File: src/rtl/alu_pkg.sv
// -----------------------------------------------------------------------------
// alu_pkg
// Shared constants for the switch-driven ALU operand sequencer:
//   - the eight supported ALU opcode encodings
//   - the sequencer FSM state encodings (also shown on the board LEDs)
//   - the default opcode width
//   - is_known_op(): membership test used by the optional opcode validation
// -----------------------------------------------------------------------------
package alu_pkg;

    localparam int N_OP_DEFAULT = 6;
    localparam int OP_W         = 6;

    localparam logic [OP_W-1:0] OP_ADD = 6'b100000;
    localparam logic [OP_W-1:0] OP_SUB = 6'b100010;
    localparam logic [OP_W-1:0] OP_AND = 6'b100100;
    localparam logic [OP_W-1:0] OP_OR  = 6'b100101;
    localparam logic [OP_W-1:0] OP_XOR = 6'b100110;
    localparam logic [OP_W-1:0] OP_SRA = 6'b000011;
    localparam logic [OP_W-1:0] OP_SRL = 6'b000010;
    localparam logic [OP_W-1:0] OP_NOR = 6'b100111;

    typedef enum logic [1:0] {
        S_A    = 2'b00,
        S_B    = 2'b01,
        S_OP   = 2'b10,
        S_DONE = 2'b11
    } seq_state_t;

    // True when the code is one of the opcodes the ALU implements.
    function automatic logic is_known_op(input logic [OP_W-1:0] op);
        logic known;
        case (op)
            OP_ADD, OP_SUB, OP_AND, OP_OR,
            OP_XOR, OP_SRA, OP_SRL, OP_NOR: known = 1'b1;
            default:                        known = 1'b0;
        endcase
        return known;
    endfunction

endpackage

File: src/rtl/btn_debounce.sv
// -----------------------------------------------------------------------------
// btn_debounce
// Turns a raw asynchronous pushbutton into a single-cycle press event.
//   2-flop synchronizer -> stability counter -> rising-edge pulse.
// The debounced level only follows the synchronized level after it has
// differed for DEBOUNCE_CYCLES consecutive cycles; any bounce back restarts
// the count. Only presses (0->1) generate a pulse.
//
// Parameters
//   DEBOUNCE_CYCLES : cycles a new level must be stable to be accepted (>= 1)
// Ports
//   i_clock   : clock, rising edge
//   i_reset_n : asynchronous active-low reset
//   i_btn     : raw button level, active-high
//   o_pulse   : registered one-cycle press event
// -----------------------------------------------------------------------------
module btn_debounce #(
    parameter int DEBOUNCE_CYCLES = 1000000
) (
    input  logic i_clock,
    input  logic i_reset_n,
    input  logic i_btn,
    output logic o_pulse
);

    localparam int              CNT_W    = $clog2(DEBOUNCE_CYCLES + 1);
    localparam logic [CNT_W-1:0] CNT_LAST = CNT_W'(DEBOUNCE_CYCLES - 1);

    logic             sync1_r;
    logic             sync2_r;
    logic [CNT_W-1:0] cnt_r;
    logic             level_r;
    logic             pulse_r;

    logic             differ_s;
    logic             expire_s;
    logic [CNT_W-1:0] cnt_next_s;
    logic             level_next_s;
    logic             rise_s;

    // Two-flop synchronizer for the asynchronous button input.
    always_ff @(posedge i_clock or negedge i_reset_n) begin
        if (!i_reset_n) begin
            sync1_r <= 1'b0;
            sync2_r <= 1'b0;
        end else begin
            sync1_r <= i_btn;
            sync2_r <= sync1_r;
        end
    end

    // Stability counting: the level flips on the cycle the count expires.
    always_comb begin
        differ_s     = sync2_r ^ level_r;
        expire_s     = differ_s && (cnt_r == CNT_LAST);
        cnt_next_s   = cnt_r;
        level_next_s = level_r;
        rise_s       = 1'b0;
        if (!differ_s) begin
            cnt_next_s = {CNT_W{1'b0}};
        end else if (expire_s) begin
            cnt_next_s   = {CNT_W{1'b0}};
            level_next_s = sync2_r;
            rise_s       = sync2_r;
        end else begin
            cnt_next_s = cnt_r + CNT_W'(1);
        end
    end

    // Counter, debounced level and registered press pulse.
    always_ff @(posedge i_clock or negedge i_reset_n) begin
        if (!i_reset_n) begin
            cnt_r   <= {CNT_W{1'b0}};
            level_r <= 1'b0;
            pulse_r <= 1'b0;
        end else begin
            cnt_r   <= cnt_next_s;
            level_r <= level_next_s;
            pulse_r <= rise_s;
        end
    end

    assign o_pulse = pulse_r;

endmodule

File: src/rtl/alu_sw_sequencer.sv
// -----------------------------------------------------------------------------
// alu_sw_sequencer
// Lets a user enter ALU operand A, operand B and the opcode one after another
// on a single bank of board switches, stepping with a "next" pushbutton.
// Sequence: S_A -> S_B -> S_OP -> S_DONE -> S_A ... Each press latches the
// switches into the field of the current state; completing the opcode gives a
// one-cycle o_valid. Latched fields hold until individually overwritten.
//
// Optional feature (macro ALU_SEQ_OP_CHECK_EN): opcodes outside the supported
// set are rejected in S_OP (field unchanged, state kept, o_op_error pulse).
// Without the macro every opcode is accepted and o_op_error is constant 0.
//
// Parameters
//   N_SW, N_OPERANDS, N_OP, DEBOUNCE_CYCLES
// Ports
//   i_clock, i_reset_n (async active-low), i_sw, i_button_next (raw)
//   o_alu_A, o_alu_B, o_alu_Op : latched fields
//   o_valid    : one-cycle pulse after the opcode is latched
//   o_state    : FSM state for LED display
//   o_op_error : one-cycle pulse on a rejected opcode
// -----------------------------------------------------------------------------
module alu_sw_sequencer
    import alu_pkg::*;
#(
    parameter int N_SW            = 16,
    parameter int N_OPERANDS      = 8,
    parameter int N_OP            = N_OP_DEFAULT,
    parameter int DEBOUNCE_CYCLES = 1000000
) (
    input  logic                  i_clock,
    input  logic                  i_reset_n,
    input  logic [N_SW-1:0]       i_sw,
    input  logic                  i_button_next,
    output logic [N_OPERANDS-1:0] o_alu_A,
    output logic [N_OPERANDS-1:0] o_alu_B,
    output logic [N_OP-1:0]       o_alu_Op,
    output logic                  o_valid,
    output logic [1:0]            o_state,
    output logic                  o_op_error
);

    seq_state_t            state_r;
    seq_state_t            state_next_s;
    logic                  evt_s;
    logic                  op_ok_s;

    logic [N_OPERANDS-1:0] a_r;
    logic [N_OPERANDS-1:0] b_r;
    logic [N_OP-1:0]       op_r;
    logic                  valid_r;

    logic [N_OPERANDS-1:0] a_next_s;
    logic [N_OPERANDS-1:0] b_next_s;
    logic [N_OP-1:0]       op_next_s;
    logic                  valid_next_s;

    // Only part of the switch bank feeds the fields; fold the rest here.
    logic                  unused_sw_s;
    assign unused_sw_s = ^i_sw;

    btn_debounce #(
        .DEBOUNCE_CYCLES (DEBOUNCE_CYCLES)
    ) u_btn_debounce (
        .i_clock   (i_clock),
        .i_reset_n (i_reset_n),
        .i_btn     (i_button_next),
        .o_pulse   (evt_s)
    );

`ifdef ALU_SEQ_OP_CHECK_EN
    assign op_ok_s = is_known_op(i_sw[OP_W-1:0]);
`else
    assign op_ok_s = 1'b1;
`endif

    // FSM state register.
    always_ff @(posedge i_clock or negedge i_reset_n) begin
        if (!i_reset_n) begin
            state_r <= S_A;
        end else begin
            state_r <= state_next_s;
        end
    end

    // FSM next-state: advance only on a press; a rejected opcode stays put.
    always_comb begin
        state_next_s = state_r;
        case (state_r)
            S_A: begin
                if (evt_s) state_next_s = S_B;
                else       state_next_s = state_r;
            end
            S_B: begin
                if (evt_s) state_next_s = S_OP;
                else       state_next_s = state_r;
            end
            S_OP: begin
                if (evt_s && op_ok_s) state_next_s = S_DONE;
                else                  state_next_s = state_r;
            end
            S_DONE: begin
                if (evt_s) state_next_s = S_A;
                else       state_next_s = state_r;
            end
            default: state_next_s = S_A;
        endcase
    end

    // FSM outputs: switches are captured only on the press cycle.
    always_comb begin
        a_next_s     = a_r;
        b_next_s     = b_r;
        op_next_s    = op_r;
        valid_next_s = 1'b0;
        case (state_r)
            S_A: begin
                if (evt_s) a_next_s = i_sw[N_OPERANDS-1:0];
                else       a_next_s = a_r;
            end
            S_B: begin
                if (evt_s) b_next_s = i_sw[N_OPERANDS-1:0];
                else       b_next_s = b_r;
            end
            S_OP: begin
                if (evt_s && op_ok_s) begin
                    op_next_s    = i_sw[N_OP-1:0];
                    valid_next_s = 1'b1;
                end else begin
                    op_next_s    = op_r;
                    valid_next_s = 1'b0;
                end
            end
            S_DONE:  valid_next_s = 1'b0;
            default: valid_next_s = 1'b0;
        endcase
    end

    // Latched fields and the valid pulse.
    always_ff @(posedge i_clock or negedge i_reset_n) begin
        if (!i_reset_n) begin
            a_r     <= {N_OPERANDS{1'b0}};
            b_r     <= {N_OPERANDS{1'b0}};
            op_r    <= {N_OP{1'b0}};
            valid_r <= 1'b0;
        end else begin
            a_r     <= a_next_s;
            b_r     <= b_next_s;
            op_r    <= op_next_s;
            valid_r <= valid_next_s;
        end
    end

`ifdef ALU_SEQ_OP_CHECK_EN
    logic op_err_r;

    // Rejected-opcode pulse, one cycle after the offending press.
    always_ff @(posedge i_clock or negedge i_reset_n) begin
        if (!i_reset_n) begin
            op_err_r <= 1'b0;
        end else begin
            op_err_r <= (state_r == S_OP) && evt_s && !op_ok_s;
        end
    end

    assign o_op_error = op_err_r;
`else
    assign o_op_error = 1'b0;
`endif

    assign o_alu_A  = a_r;
    assign o_alu_B  = b_r;
    assign o_alu_Op = op_r;
    assign o_valid  = valid_r;
    assign o_state  = state_r;

endmodule
File: config.mk
export PLATFORM = sky130hd
export DESIGN_NAME = alu_sw_sequencer
export DESIGN_NICKNAME = d
export VERILOG_FILES = /design/src/rtl/alu_pkg.sv /design/src/rtl/btn_debounce.sv /design/src/rtl/alu_sw_sequencer.sv
export SDC_FILE = /design/constraint.sdc
export NUM_CORES = 1
export LEC_CHECK = 0
export ABC_AREA = 0
export BUFFER_PORTS_ARGS = -buffer_cell sky130_fd_sc_hd__clkbuf_2
export CORE_MARGIN = 2
export CORE_UTILIZATION = 58
export CTS_BUF_LIST = sky130_fd_sc_hd__clkbuf_16
export DETAILED_ROUTE_END_ITERATION = 8
export GPL_ROUTABILITY_DRIVEN = 0
export PLACE_DENSITY = 0.92
export RECOVER_POWER = 100
export SETUP_SLACK_MARGIN = 0.02
export SYNTH_ARGS = -nofsm -noshare
export SYNTH_HDL_FRONTEND = slang
export SYNTH_SLANG_ARGS = --single-unit
File: constraint.sdc
create_clock -name i_clock -period 2.4 [get_ports i_clock]
set_input_delay 0.24 -clock i_clock [delete_from_list [all_inputs] [get_ports i_clock]]
set_output_delay 0.24 -clock i_clock [all_outputs]
set_load 0.02 [all_outputs]
; After elaboration in Yosys (flattened, before gate mapping)
; Cells that the tools add are included.
[word_totals]
reg_bits = 49
output_inout_bits = 26
input_bits = 19
elab_cells = 38
[op_classes]
reduce_logical = 7
add_sub_neg = 1
muxes = 11
n_eq_ne = 8
bitwise_logic = 1
[ops]
columns = op, n
row1 = 20-bit two-way mux, 2
row2 = "20-bit by 1-bit adder with 20-bit output, second input constant", 1
row3 = "20-bit == test, second input constant", 1
row4 = 2-bit two-way mux, 4
row5 = "2-bit by 1-bit != test with 1-bit output, second input constant", 4
row6 = 2-bit case mux with 4 select lines, 1
row7 = 2-bit AND reduction, 4
row8 = "2-bit == test, second input constant", 2
row9 = 1-bit two-way mux, 4
row10 = 4-bit AND reduction, 1
row11 = "2-bit by 1-bit == test with 1-bit output, second input constant", 1
row12 = 2-bit zero test, 1
row13 = 1-bit logical AND, 1
row14 = 1-bit bitwise XOR, 1

; Depth between registers and ports, before layout
[depth]
word_depth = 4
mapped_depth = 6

; By module
; A second synthesis with hierarchy kept.
[unflattened]
cells_unflattened = 171
hier_area_um2 = 2292.2
[modules_own_cells]
columns = module, n_inst, area_each_um2, cells_per_inst
row1 = btn_debounce, 1, 1184.9, 107
row2 = alu_sw_sequencer, 1, 1107.3, 64

; Least setup slack after synthesis
; Ideal clock, no wire load.
[synth_timing]
path_kind = reg2reg
start = register u_btn_debounce.cnt_r[0]
end = register u_btn_debounce.level_r
setup_time_ns = 0.125
path_buffers = 0
path_slack_ns = 0.782
synth_period_minus_slack_ns = 1.618
required_ns = 2.275
stages_incl_launch_ff = 6
arrival_ns = 1.493
cell_sequence = dfrtp_1 > ha_1 > nand2_1 > or2_4 > nor3_2 > mux2_2
[synth_between]
elab_chain_cells = 3
[synth_rtl]
columns = item, line_no
row1 = start: declaration, btn_debounce.sv:31  ; logic [CNT_W-1:0] cnt_r;
row2 = start signal: assignment, btn_debounce.sv:73  ; cnt_r <= {CNT_W{1'b0}};
row3 = start signal: assignment, btn_debounce.sv:77  ; cnt_r <= cnt_next_s;
row4 = 20-bit == test, btn_debounce.sv:55  ; expire_s = differ_s && (cnt_r == CNT_LAST);
row5 = 1-bit logical AND, btn_debounce.sv:55
row6 = 2-bit AND reduction (no source line), --
row7 = end signal: assignment, btn_debounce.sv:78  ; level_r <= level_next_s;
row8 = end: declaration, btn_debounce.sv:32  ; logic level_r;
; Every way passes these cells.
; A chain may end at the register's enable or synchronous reset.

; Worst setup path in the final report
[layout_timing]
start = register u_btn_debounce.cnt_r[0]
end = register u_btn_debounce.cnt_r[2]
[layout_between]
elab_chain_cells = 4
[layout_rtl]
columns = item, line_no
row1 = "parallel branches: the longest is 2 deep, another holds 20-bit by 1-bit adder with 20-bit output", --
row2 = 20-bit two-way mux (*), btn_debounce.sv:61  ; end else if (expire_s) begin
row3 = 20-bit two-way mux (*), btn_debounce.sv:59  ; if (!differ_s) begin
row4 = named net u_btn_debounce.cnt_next_s[2], btn_debounce.sv:37  ; logic [CNT_W-1:0] cnt_next_s;
; Mark *: on every way through the listed nets, which the timed path passes.

==> summary.md <==
| Metric | Value |
|---|---|
| Outcome | `finished, final reports clean` |
| DRC violations left | `0` |
| Layout Nets | `241` |
| Final standard cell count with taps included and fillers excluded | `266` |
| Worst setup slack after layout | `0.360 ns` |
| Number of port buffers | `35` |
| Leakage power figure | `1.08 nW` |
| Hold crit path type | `input pin to flip-flop` |
| Count of final hold-check violations | `0` |
| Syn_nets | `199` |
| Final wirelength | `4200 um` |
| Proportion of layout cells with a drive suffix above 1 | `22.5%` |
| Post-place setup slack | `0.551 ns` |
| Global-route wire length before repair | `6490 um` |
| Post-cts resize count | `0` |
| Synth Warn # | `0` |
| Most frequent cells in the layout | `dfrtp_1 (49), clkbuf_1 (25), mux2_2 (24)` |
| GRT Resource Usage Total | `20.8%` |
| Shortest period the worst path allows | `2.04 ns` |
| Max frequency | `490 MHz` |
| Number of synthesized register bits | `49` |
| Largest net degree at the start of global routing | `50` |
| Worst reg2reg path depth | `6` |
| Worst-Skew Late Latency | `0.29 ns` |
| Total grt overflow | `0` |
| Diodes inserted | `0` |
| Setup tns final | `0 ns` |
| Initial detailed-routing violation count | `94` |
| Root buffer selected by CTS | `clkbuf_16` |
| Worst path slowest cell | `o31ai_2` |
| Post-CTS clock slew at the launch and capture registers of the worst setup and hold paths | `0.06 ns` |
| Syn_area_per_cell | `12.3 um2` |
| Antenna violations before repair | `0` |
| Placed cell count | `258` |
| IR Drop Worst-Case VDD | `358 uV` |
| Reg-to-reg critical path startpoint | `u_btn_debounce.cnt_r[0]$_DFF_PN0_` |
| Count of pins over their slew limit | `0` |
| R2R Path End | `u_btn_debounce.cnt_r[2]$_DFF_PN0_` |
| Relative slew slack | `24.3%` |
| Leading cell type in the layout, fill and taps excluded | `dfrtp_1` |
| Arrival time at the worst endpoint | `2.22 ns` |
| Area overhead of the layout relative to synthesis | `15.3%` |
| Final hold slack | `0.0559 ns` |
| Number of top-level design ports | `45` |
| Number of stages on the worst hold path | `1` |
| Number of buffers added for setup after CTS | `0` |
| H-tree levels | `2` |
| Number of global-route vias before repair | `1441` |
| Power per cell area | `665 nW/um2` |
| Largest clock skew in the final design | `0.00204 ns` |
| Placed wire-length estimate | `2890 um` |
| CP startpoint kind | `flip-flop` |
| CTS tree | `built` |
| Cts bufs inserted | `5` |
| Number of different library cells in the post-synthesis netlist | `31` |
| Final setup violation count | `0` |
| EDFF count, synth | `0` |
| Final antenna-violating net count | `0` |
| Worst-Margin Slew | `1.14 ns` |
| Effective utilization at floorplan | `59.4%` |
| Final cycle utilization of the critical path | `85.0%` |
| Number of hold-repair buffers added at the cts stage | `0` |
| Main flop type after synthesis | `dfrtp_1` |
| Total clock sinks | `49` |
| Endpoint kind of the worst setup timing path | `flip-flop` |
| Via count of the routed design | `1491` |
| Vias per cell | `5.61` |
| Count of max-cap constraint violations | `0` |
| Core area | `3630 um2` |
| Setup repair after global routing missed its margin | `no` |
| Die ar. | `4230 um2` |
| Number of optimization iterations in the first detailed-route pass | `4` |
| Largest fanout of any net on the critical path | `10` |
| Overall die height | `65.0 um` |
| Width of the chip | `65.0 um` |
| Register area share after synthesis | `56.8%` |
| Destination of the critical timing path | `u_btn_debounce.cnt_r[2]$_DFF_PN0_` |
| Gate count after technology mapping | `175` |
| Data required time at the worst endpoint | `2.58 ns` |
| Netlist Area Pre-Place | `2160 um2` |
| Cell-by-cell trace of the critical path | `ha_1, nand2_1, or2_4, o31ai_2, buf_4, nor2_1` |
| Async set-or-reset flop fraction in the synthesized netlist | `100%` |
| Row count | `22` |
| Crit Path Category | `flip-flop to flip-flop` |
| Average detailed-routed wire length per instance | `15.8 um` |
| Slowest cell delay on critical path | `0.62 ns` |
| Setup slack, reg-to-reg | `0.36 ns` |
| Setup crit start | `u_btn_debounce.cnt_r[0]$_DFF_PN0_` |
| Longest Clk Path Bufs | `2` |
registers in the layout, indices dropped and copies added (netlist names):
| register | count |
|---|---|
| o_alu_A | 8 |
| o_alu_B | 8 |
| o_alu_Op | 6 |
| o_state | 2 |
| o_valid | 1 |
| u_btn_debounce.cnt_r | 20 |
| u_btn_debounce.level_r | 1 |
| u_btn_debounce.o_pulse | 1 |
| u_btn_debounce.sync1_r | 1 |
| u_btn_debounce.sync2_r | 1 |
through the flow:
stage	total power [mW]	utilization, %	cell area (um2)
2_1_floorplan	0.935	-	2160
3_3_place_gp	0.984	65.8	2390
3_5_place_dp	0.990	65.8	2390
4_1_cts	1.68	69.8	2540
5_1_grt	1.72	68.5	2490
6_report	1.66	68.5	2490
cells in the mapped netlist, drive strengths merged, types with 2 or more instances:
| master | n | area [um2] |
|---|---|---|
| nor2 | 19 | 71.3 |
| mux2i | 2 | 20.0 |
| a21oi | 2 | 10.0 |
| ha | 5 | 62.6 |
| dfrtp | 49 | 1230 |
| xor2 | 6 | 52.6 |
| nand2 | 11 | 41.3 |
| nor3 | 6 | 35.0 |
| o21ai | 2 | 10.0 |
| nor4 | 6 | 52.6 |
| nand4 | 7 | 43.8 |
| buf | 2 | 18.8 |
| xnor2 | 9 | 78.8 |
| and3 | 2 | 13.8 |
| inv | 7 | 26.3 |
| nand3 | 7 | 40.0 |
| mux2 | 24 | 270 |
area by class of cell:
cell class,instances,area [um2]
inverter,7,26.3
tap,48,60.1
fill,271,1140
clock buffer,5,125
timing repair buffer,37,156
clock inverter,3,21.3
multi-input combinational,117,875
sequential,49,1230
power by group:
group | leakage (nW) | total [mW] | switching (mW) | internal [mW]
clock network | 0.0702 | 0.689 | 0.301 | 0.388
registers | 0.627 | 0.866 | 0.0153 | 0.851
logic | 0.380 | 0.101 | 0.0679 | 0.0331
how the worst min path moves through the flow:
stage,endpoint,start
final,u_btn_debounce.sync1_r$_DFF_PN0_,i_button_next
after floorplan,o_alu_A[0]$_DFFE_PN0P_,i_reset_n
after detailed placement,u_btn_debounce.sync2_r$_DFF_PN0_,u_btn_debounce.sync1_r$_DFF_PN0_
after global placement,u_btn_debounce.sync2_r$_DFF_PN0_,u_btn_debounce.sync1_r$_DFF_PN0_
after CTS,u_btn_debounce.sync1_r$_DFF_PN0_,i_button_next
after global routing,u_btn_debounce.sync1_r$_DFF_PN0_,i_button_next
critical path: cells and delay by family (launching register included):
| family | cells | cell delay [ns] |
|---|---|---|
| AOI/OAI and AO/OA | 1 | 0.62 |
| adders and majority gates | 1 | 0.23 |
| buffers and inverters | 1 | 0.29 |
| DFF | 1 | 0.38 |
| and+or+nand+nor | 3 | 0.41 |
cell families after synthesis:
kind of cell	share of synthesized area, %
AOI/OAI and AO/OA	2.72
xor gates and xnor gates	6.08
adders and majority gates	2.90
buffers and inverters	2.09
DFF	56.8
muxes	13.4
other	0.174
and+or+nand+nor	15.8
per-layer routing:
| layer | track usage (%) | wire length [um] | part of all wire [%] |
|---|---|---|---|
| met5 | 0 | 0 | 0 |
| met4 | 8.59 | 89 | 2.1 |
| met3 | 6.25 | 265 | 6.3 |
| met2 | 37.1 | 2120 | 50 |
| met1 | 23.2 | 1730 | 41 |
Note: power is estimated with default switching activity, not from simulation.
